`src/rtl/piece_mover.sv`:
```
// -----------------------------------------------------------------------------
// piece_mover
//
// Moves the falling piece of a block-stacking game. Player requests and a
// frame-driven gravity timer propose a candidate position (CandX/CandY) to an
// external combinational boundary checker. The checker's verdict
// (legalX/legalY) either commits the candidate to the piece position
// (PieceX/PieceY) or rolls the candidate back. A refused downward move lands
// the piece: lock pulses, then spawn pulses, and a fresh piece appears at the
// spawn point.
//
// Parameters
//   SPAWN_X, SPAWN_Y : spawn coordinates in pixels
//   STEP             : move distance per request in pixels
//   GRAV_DIV         : frame_tick pulses per gravity drop (1..63)
//
// Ports
//   Clk                         in   system clock, rising edge
//   Reset_n                     in   asynchronous active-low reset
//   frame_tick                  in   one-cycle pulse per video frame
//   move_left/right/down        in   one-cycle player request pulses
//   legalX, legalY              in   checker verdict for CandX / CandY
//   CandX, CandY      [9:0]     out  candidate position shown to the checker
//   PieceX, PieceY    [9:0]     out  committed piece position
//   busy                        out  high whenever the FSM is not IDLE
//   lock                        out  one-cycle pulse when the piece lands
//   spawn                       out  one-cycle pulse when a new piece appears
//
// State table
//   state | meaning
//   IDLE  | waiting for a request; Cand mirrors Piece
//   CHECK | candidate on the checker, verdict applied this cycle
//   LOCK  | downward move refused, piece has landed
//   SPAWN | new piece placed at the spawn point, gravity timer restarted
// -----------------------------------------------------------------------------
module piece_mover #(
    parameter int SPAWN_X  = 320,
    parameter int SPAWN_Y  = 16,
    parameter int STEP     = 16,
    parameter int GRAV_DIV = 30
) (
    input  logic       Clk,
    input  logic       Reset_n,
    input  logic       frame_tick,
    input  logic       move_left,
    input  logic       move_right,
    input  logic       move_down,
    input  logic       legalX,
    input  logic       legalY,
    output logic [9:0] CandX,
    output logic [9:0] CandY,
    output logic [9:0] PieceX,
    output logic [9:0] PieceY,
    output logic       busy,
    output logic       lock,
    output logic       spawn
);

    localparam logic [9:0] SPAWN_X_W = 10'(SPAWN_X);
    localparam logic [9:0] SPAWN_Y_W = 10'(SPAWN_Y);
    localparam logic [9:0] STEP_W    = 10'(STEP);
    localparam logic [5:0] GRAV_LAST = 6'(GRAV_DIV - 1);

    typedef enum logic [1:0] {
        IDLE  = 2'd0,
        CHECK = 2'd1,
        LOCK  = 2'd2,
        SPAWN = 2'd3
    } state_t;

    state_t     state;
    logic [5:0] grav_cnt;
    logic       grav_pend;
    logic       move_vert;   // kind of move held in CHECK: 1 = vertical

    logic       grav_expire;
    logic       pend_serviced;
    logic       req_vert;
    logic       req_left;
    logic       req_right;
    logic       left_ok;

    always_comb begin
        grav_expire   = 1'b0;
        pend_serviced = 1'b0;
        req_vert      = grav_pend | move_down;
        // Opposing horizontal pulses cancel each other out.
        req_left      = move_left & ~move_right;
        req_right     = move_right & ~move_left;
        // A left step from below STEP would wrap to the far right edge.
        left_ok       = (PieceX >= STEP_W);

        if (state != SPAWN && frame_tick && grav_cnt == GRAV_LAST)
            grav_expire = 1'b1;
        // Any vertical move taken from IDLE consumes a pending drop.
        if (state == IDLE && grav_pend)
            pend_serviced = 1'b1;
    end

    // Gravity divider. Freezes and clears while a new piece is spawning so the
    // fresh piece always gets a full GRAV_DIV period before its first drop.
    always_ff @(posedge Clk or negedge Reset_n) begin
        if (!Reset_n) begin
            grav_cnt  <= '0;
            grav_pend <= 1'b0;
        end else if (state == SPAWN) begin
            grav_cnt  <= '0;
            grav_pend <= 1'b0;
        end else begin
            if (frame_tick) begin
                if (grav_cnt == GRAV_LAST)
                    grav_cnt <= '0;
                else
                    grav_cnt <= grav_cnt + 6'd1;
            end
            // A fresh expiry in the same cycle a drop is serviced must not be
            // lost, so the set takes precedence over the clear.
            if (grav_expire)
                grav_pend <= 1'b1;
            else if (pend_serviced)
                grav_pend <= 1'b0;
        end
    end

    // Main sequencer with registered status outputs.
    always_ff @(posedge Clk or negedge Reset_n) begin
        if (!Reset_n) begin
            state     <= IDLE;
            PieceX    <= SPAWN_X_W;
            PieceY    <= SPAWN_Y_W;
            CandX     <= SPAWN_X_W;
            CandY     <= SPAWN_Y_W;
            move_vert <= 1'b0;
            busy      <= 1'b0;
            lock      <= 1'b0;
            spawn     <= 1'b0;
        end else begin
            case (state)
                IDLE: begin
                    if (req_vert) begin
                        CandY     <= PieceY + STEP_W;
                        move_vert <= 1'b1;
                        state     <= CHECK;
                        busy      <= 1'b1;
                    end else if (req_left && left_ok) begin
                        CandX     <= PieceX - STEP_W;
                        move_vert <= 1'b0;
                        state     <= CHECK;
                        busy      <= 1'b1;
                    end else if (req_right) begin
                        CandX     <= PieceX + STEP_W;
                        move_vert <= 1'b0;
                        state     <= CHECK;
                        busy      <= 1'b1;
                    end
                end

                CHECK: begin
                    if (!move_vert) begin
                        if (legalX)
                            PieceX <= CandX;
                        else
                            CandX  <= PieceX;
                        state <= IDLE;
                        busy  <= 1'b0;
                    end else if (legalY) begin
                        PieceY <= CandY;
                        state  <= IDLE;
                        busy   <= 1'b0;
                    end else begin
                        // Blocked going down: the piece has landed.
                        CandY <= PieceY;
                        state <= LOCK;
                        lock  <= 1'b1;
                    end
                end

                LOCK: begin
                    state <= SPAWN;
                    lock  <= 1'b0;
                    spawn <= 1'b1;
                end

                SPAWN: begin
                    PieceX <= SPAWN_X_W;
                    PieceY <= SPAWN_Y_W;
                    CandX  <= SPAWN_X_W;
                    CandY  <= SPAWN_Y_W;
                    state  <= IDLE;
                    spawn  <= 1'b0;
                    busy   <= 1'b0;
                end

                default: begin
                    state <= IDLE;
                    busy  <= 1'b0;
                    lock  <= 1'b0;
                    spawn <= 1'b0;
                end
            endcase
        end
    end

endmodule

```
`config.mk`:
```
export PLATFORM = sky130hd
export DESIGN_NAME = piece_mover
export DESIGN_NICKNAME = d
export VERILOG_FILES = /design/src/rtl/piece_mover.sv
export SDC_FILE = /design/constraint.sdc
export NUM_CORES = 1
export LEC_CHECK = 0
export CAP_MARGIN = 10
export CORE_ASPECT_RATIO = 1.2
export CORE_MARGIN = 3
export CORE_UTILIZATION = 51
export DETAILED_ROUTE_END_ITERATION = 7
export GPL_TIMING_DRIVEN = 0
export PLACE_DENSITY = 0.89
export SYNTH_ARGS = -nofsm -noshare
export SYNTH_HDL_FRONTEND = slang
export SYNTH_SLANG_ARGS = --single-unit
```
`constraint.sdc`:
```
create_clock -name Clk -period 3.4 [get_ports Clk]
set_input_delay 0.34 -clock Clk [delete_from_list [all_inputs] [get_ports Clk]]
set_output_delay 0.34 -clock Clk [all_outputs]
set_load 0.02 [all_outputs]
```
==> impl_metrics.ini <==
[sta]
rsz0062_at_grt = false
slew_violations = 0
finalHoldViolCount = 0
skew_ns = 0.008849
fin_crit_sh = 0.7793
fmax_mhz = 377.4
timing.hold.ws_ns = 0.4573
relSlewSlack = 0.3609
tightestPinTransition_ns = 0.9513
fin_setup_tns_ns = 0
setup_viol = 0
fin_crit_ns = 2.649

[die]
num_rows = 29
die_w_um = 73.84
num_io_pins = 51
core_um2 = 5334
floorplan.initialDensity = 0.5280
die_area_um2 = 6454
dieHeight_um = 87.41

[placement]
dp_cells = 407
dpl.hpwl_um = 5064
port_buffers = 50
routabilityCongestion = 0.9096

[synth]
synth-seq-area-share = 0.4736
synth.top_cell.area_share = 0.4176
synth_compound_area_frac = 0.2697
muxShareOfSynthArea = 0.01155
yosysTopAreaCell = dfrtp_1
synth-simple-area-share = 0.1453
synth.area.top_cells = dfrtp_1 42%, dfstp_2 5.6%, a22oi_1 5.1%, o21ai_0 3.6%, nand2_1 2.9%
syn_inst = 294
synth_edf_count = 0
syn-num-nets = 308
synth_warnings = 0
async_flop_share = 1.000
synth_ff_type = dfrtp_1
synth.avg_cell_area_um2 = 9.580
synth_most_common_cell = dfrtp_1
ys_seq_elements = 53
synth_top_family_by_area = compound AO/OA/AOI/OAI gates
synth_xor_area_frac = 0.02488
yosysUniqueCellTypes = 50
synth_common_cells = 47 x dfrtp_1, 22 x nand2_1, 21 x inv_1
synth_adder_area_share = 0.02665
netlist_area_um2 = 2816

[route]
drtPass1Iterations = 4
via_per_inst = 6.221
avgRoutedWirePerCell_um = 17.37
drc = 0
antenna_left = 0
totalWireLength_um = 7224
dr_total_vias = 2588
drtIter0Drc = 196

[clocking]
insertion_delay_ns = 0.31
cts_hold_buf = 1
clk_pin_slew_ns = 0.10
cts_resized = 0
cts_buffer_depth = 2
cts_tree = done
cts-buffers-inserted = 5
h-tree-depth = 2
cts.sinks = 53
cts_root_buf = clkbuf_8
post-cts-setup-buffers = 0

[worst_setup_path]
crit_path_max_fanout = 7
r2r_end = CandX[2]$_DFFE_PN0P_
cp-end-kind = register
reg2reg_from = PieceX[5]$_DFFE_PN0P_
critical_path_class = register to register
cp.required_ns = 3.64
r2r_setup_slack_ns = 0.75
cp-start-kind = register
arrival_ns = 2.89
worstRegToRegCells = 7

[global_route]
gr-total-overflow = 0
grt_use_total = 0.2362
grt_pass1_vias = 2565
antenna_found_initial = 0
grt_pass1_wl_um = 12040
grt_max_degree = 40

[run]
max_cap_viol_count = 0

[cells_and_area]
nFillCells = 423
syn_to_final_growth_pct = 25.68
drive_gt1_frac = 0.07627
fin_cells = 416
nets = 367
antennaDiodeCount = 0

[pwr]
power_density_nw_per_um2 = 910.1
total_power_mw = 3.222
p_leak_nw = 1.503
peakVddDrop_v = 0.0005838

[min_path]
worstHoldPathType = primary input to async pin

[outcome]
status = complete, no violations
[area by class of cell]
cell class                 instances  area [um2]  share of cell area
buffer                            15       57.56             0.01626
clock buffer                       6       82.58             0.02333
clock inverter                     2       37.54             0.01060
inverter                          21       78.83             0.02227
multi-input combinational        205        1346              0.3803
sequential                        53        1334              0.3768
tap                               62       77.57             0.02192
timing repair buffer              52       525.5              0.1485
[registers in the layout, indices dropped and copies added (netlist names), named ones only]
signal and cells:
CandY 10, busy 1, grav_pend 1, spawn 1
move_vert 1, CandX 10, grav_cnt 6, state 1
PieceY 10, PieceX 10, lock 1
[critical path: stages, from the launching register on]
cell and delay [ns]:
dfrtp_1 0.47, inv_1 0.14, ha_1 0.15, or4b_4 0.48
o2111a_2 0.30, o41ai_1 0.65, a22oi_1 0.21, o2bb2ai_1 0.17
[kinds of logic (layout without fill, tap and decap cells)]
kind of cell / Yosys count / in the layout
flip-flops: 53 / 53
AND/OR/NAND/NOR: 81 / 81
AO/OA/AOI/OAI: 107 / 107
buffers and inverters: 36 / 96
multiplexers: 3 / 3
adder cells (fa/ha/maj): 6 / 6
XOR/XNOR: 8 / 8
[power breakdown]
group	leakage, nW	switching [mW]	internal (mW)
logic	0.780	0.925	0.720
registers	0.665	0.252	0.873
clock network	0.0574	0.213	0.240
total	1.50	1.39	1.83
[cells in the final DEF, fill, tap and decap left out, drive strengths merged, types with 4 or more instances in the layout]
cell type      Yosys  final
o21ai             21     21
nor3               8      8
a32oi              5      5
clkdlybuf4s50      0     49
nor2              13     13
a21oi             13     13
nand2b             5      5
nor2b              9      9
a22o               9      9
dfstp              6      6
and3               4      4
nand2             22     22
o22ai             10     10
o31a               4      4
ha                 6      6
nand3             10     10
inv               21     21
o2bb2ai            8      8
dfrtp             47     47
clkbuf            14     20
xnor2              6      6
a22oi             19     19
[routing by layer]
layer	vias up	GRT usage	part of all wire
met5	-	0	0
met4	0	0.1021	0.021
met3	15	0.04965	0.060
met2	118	0.3831	0.50
met1	1250	0.3017	0.42
li1	1205	-	-
[per-stage QoR]
| stage | utilization | instance area, um2 | setup slack, ns |
|---|---|---|---|
| floorplan | - | 2816 | 0.9080 |
| global placement | 0.6364 | 3395 | 0.4650 |
| detailed placement | 0.6392 | 3410 | 0.7581 |
| CTS | 0.6636 | 3540 | 0.7353 |
| global route | 0.6636 | 3540 | 0.5781 |
| finish | 0.6636 | 3540 | 0.7505 |
[worst max-delay path by stage]
stage          depth (start not counted)                   end  slack (ns)                   from
3_5_place_dp                           7  CandY[2]$_DFFE_PN0P_        0.76              move_down
3_3_place_gp                           1  CandY[8]$_DFFE_PN0P_        0.46                Reset_n
2_1_floorplan                          8  CandX[7]$_DFFE_PN0P_        0.91  PieceX[5]$_DFFE_PN0P_
5_1_grt                                7  CandX[2]$_DFFE_PN0P_        0.58  PieceX[5]$_DFFE_PN0P_
6_report                               7  CandX[2]$_DFFE_PN0P_        0.75  PieceX[5]$_DFFE_PN0P_
4_1_cts                                7  CandX[2]$_DFFE_PN0P_        0.74  PieceX[5]$_DFFE_PN0P_
No activity file was read; power rests on OpenSTA's default activity.
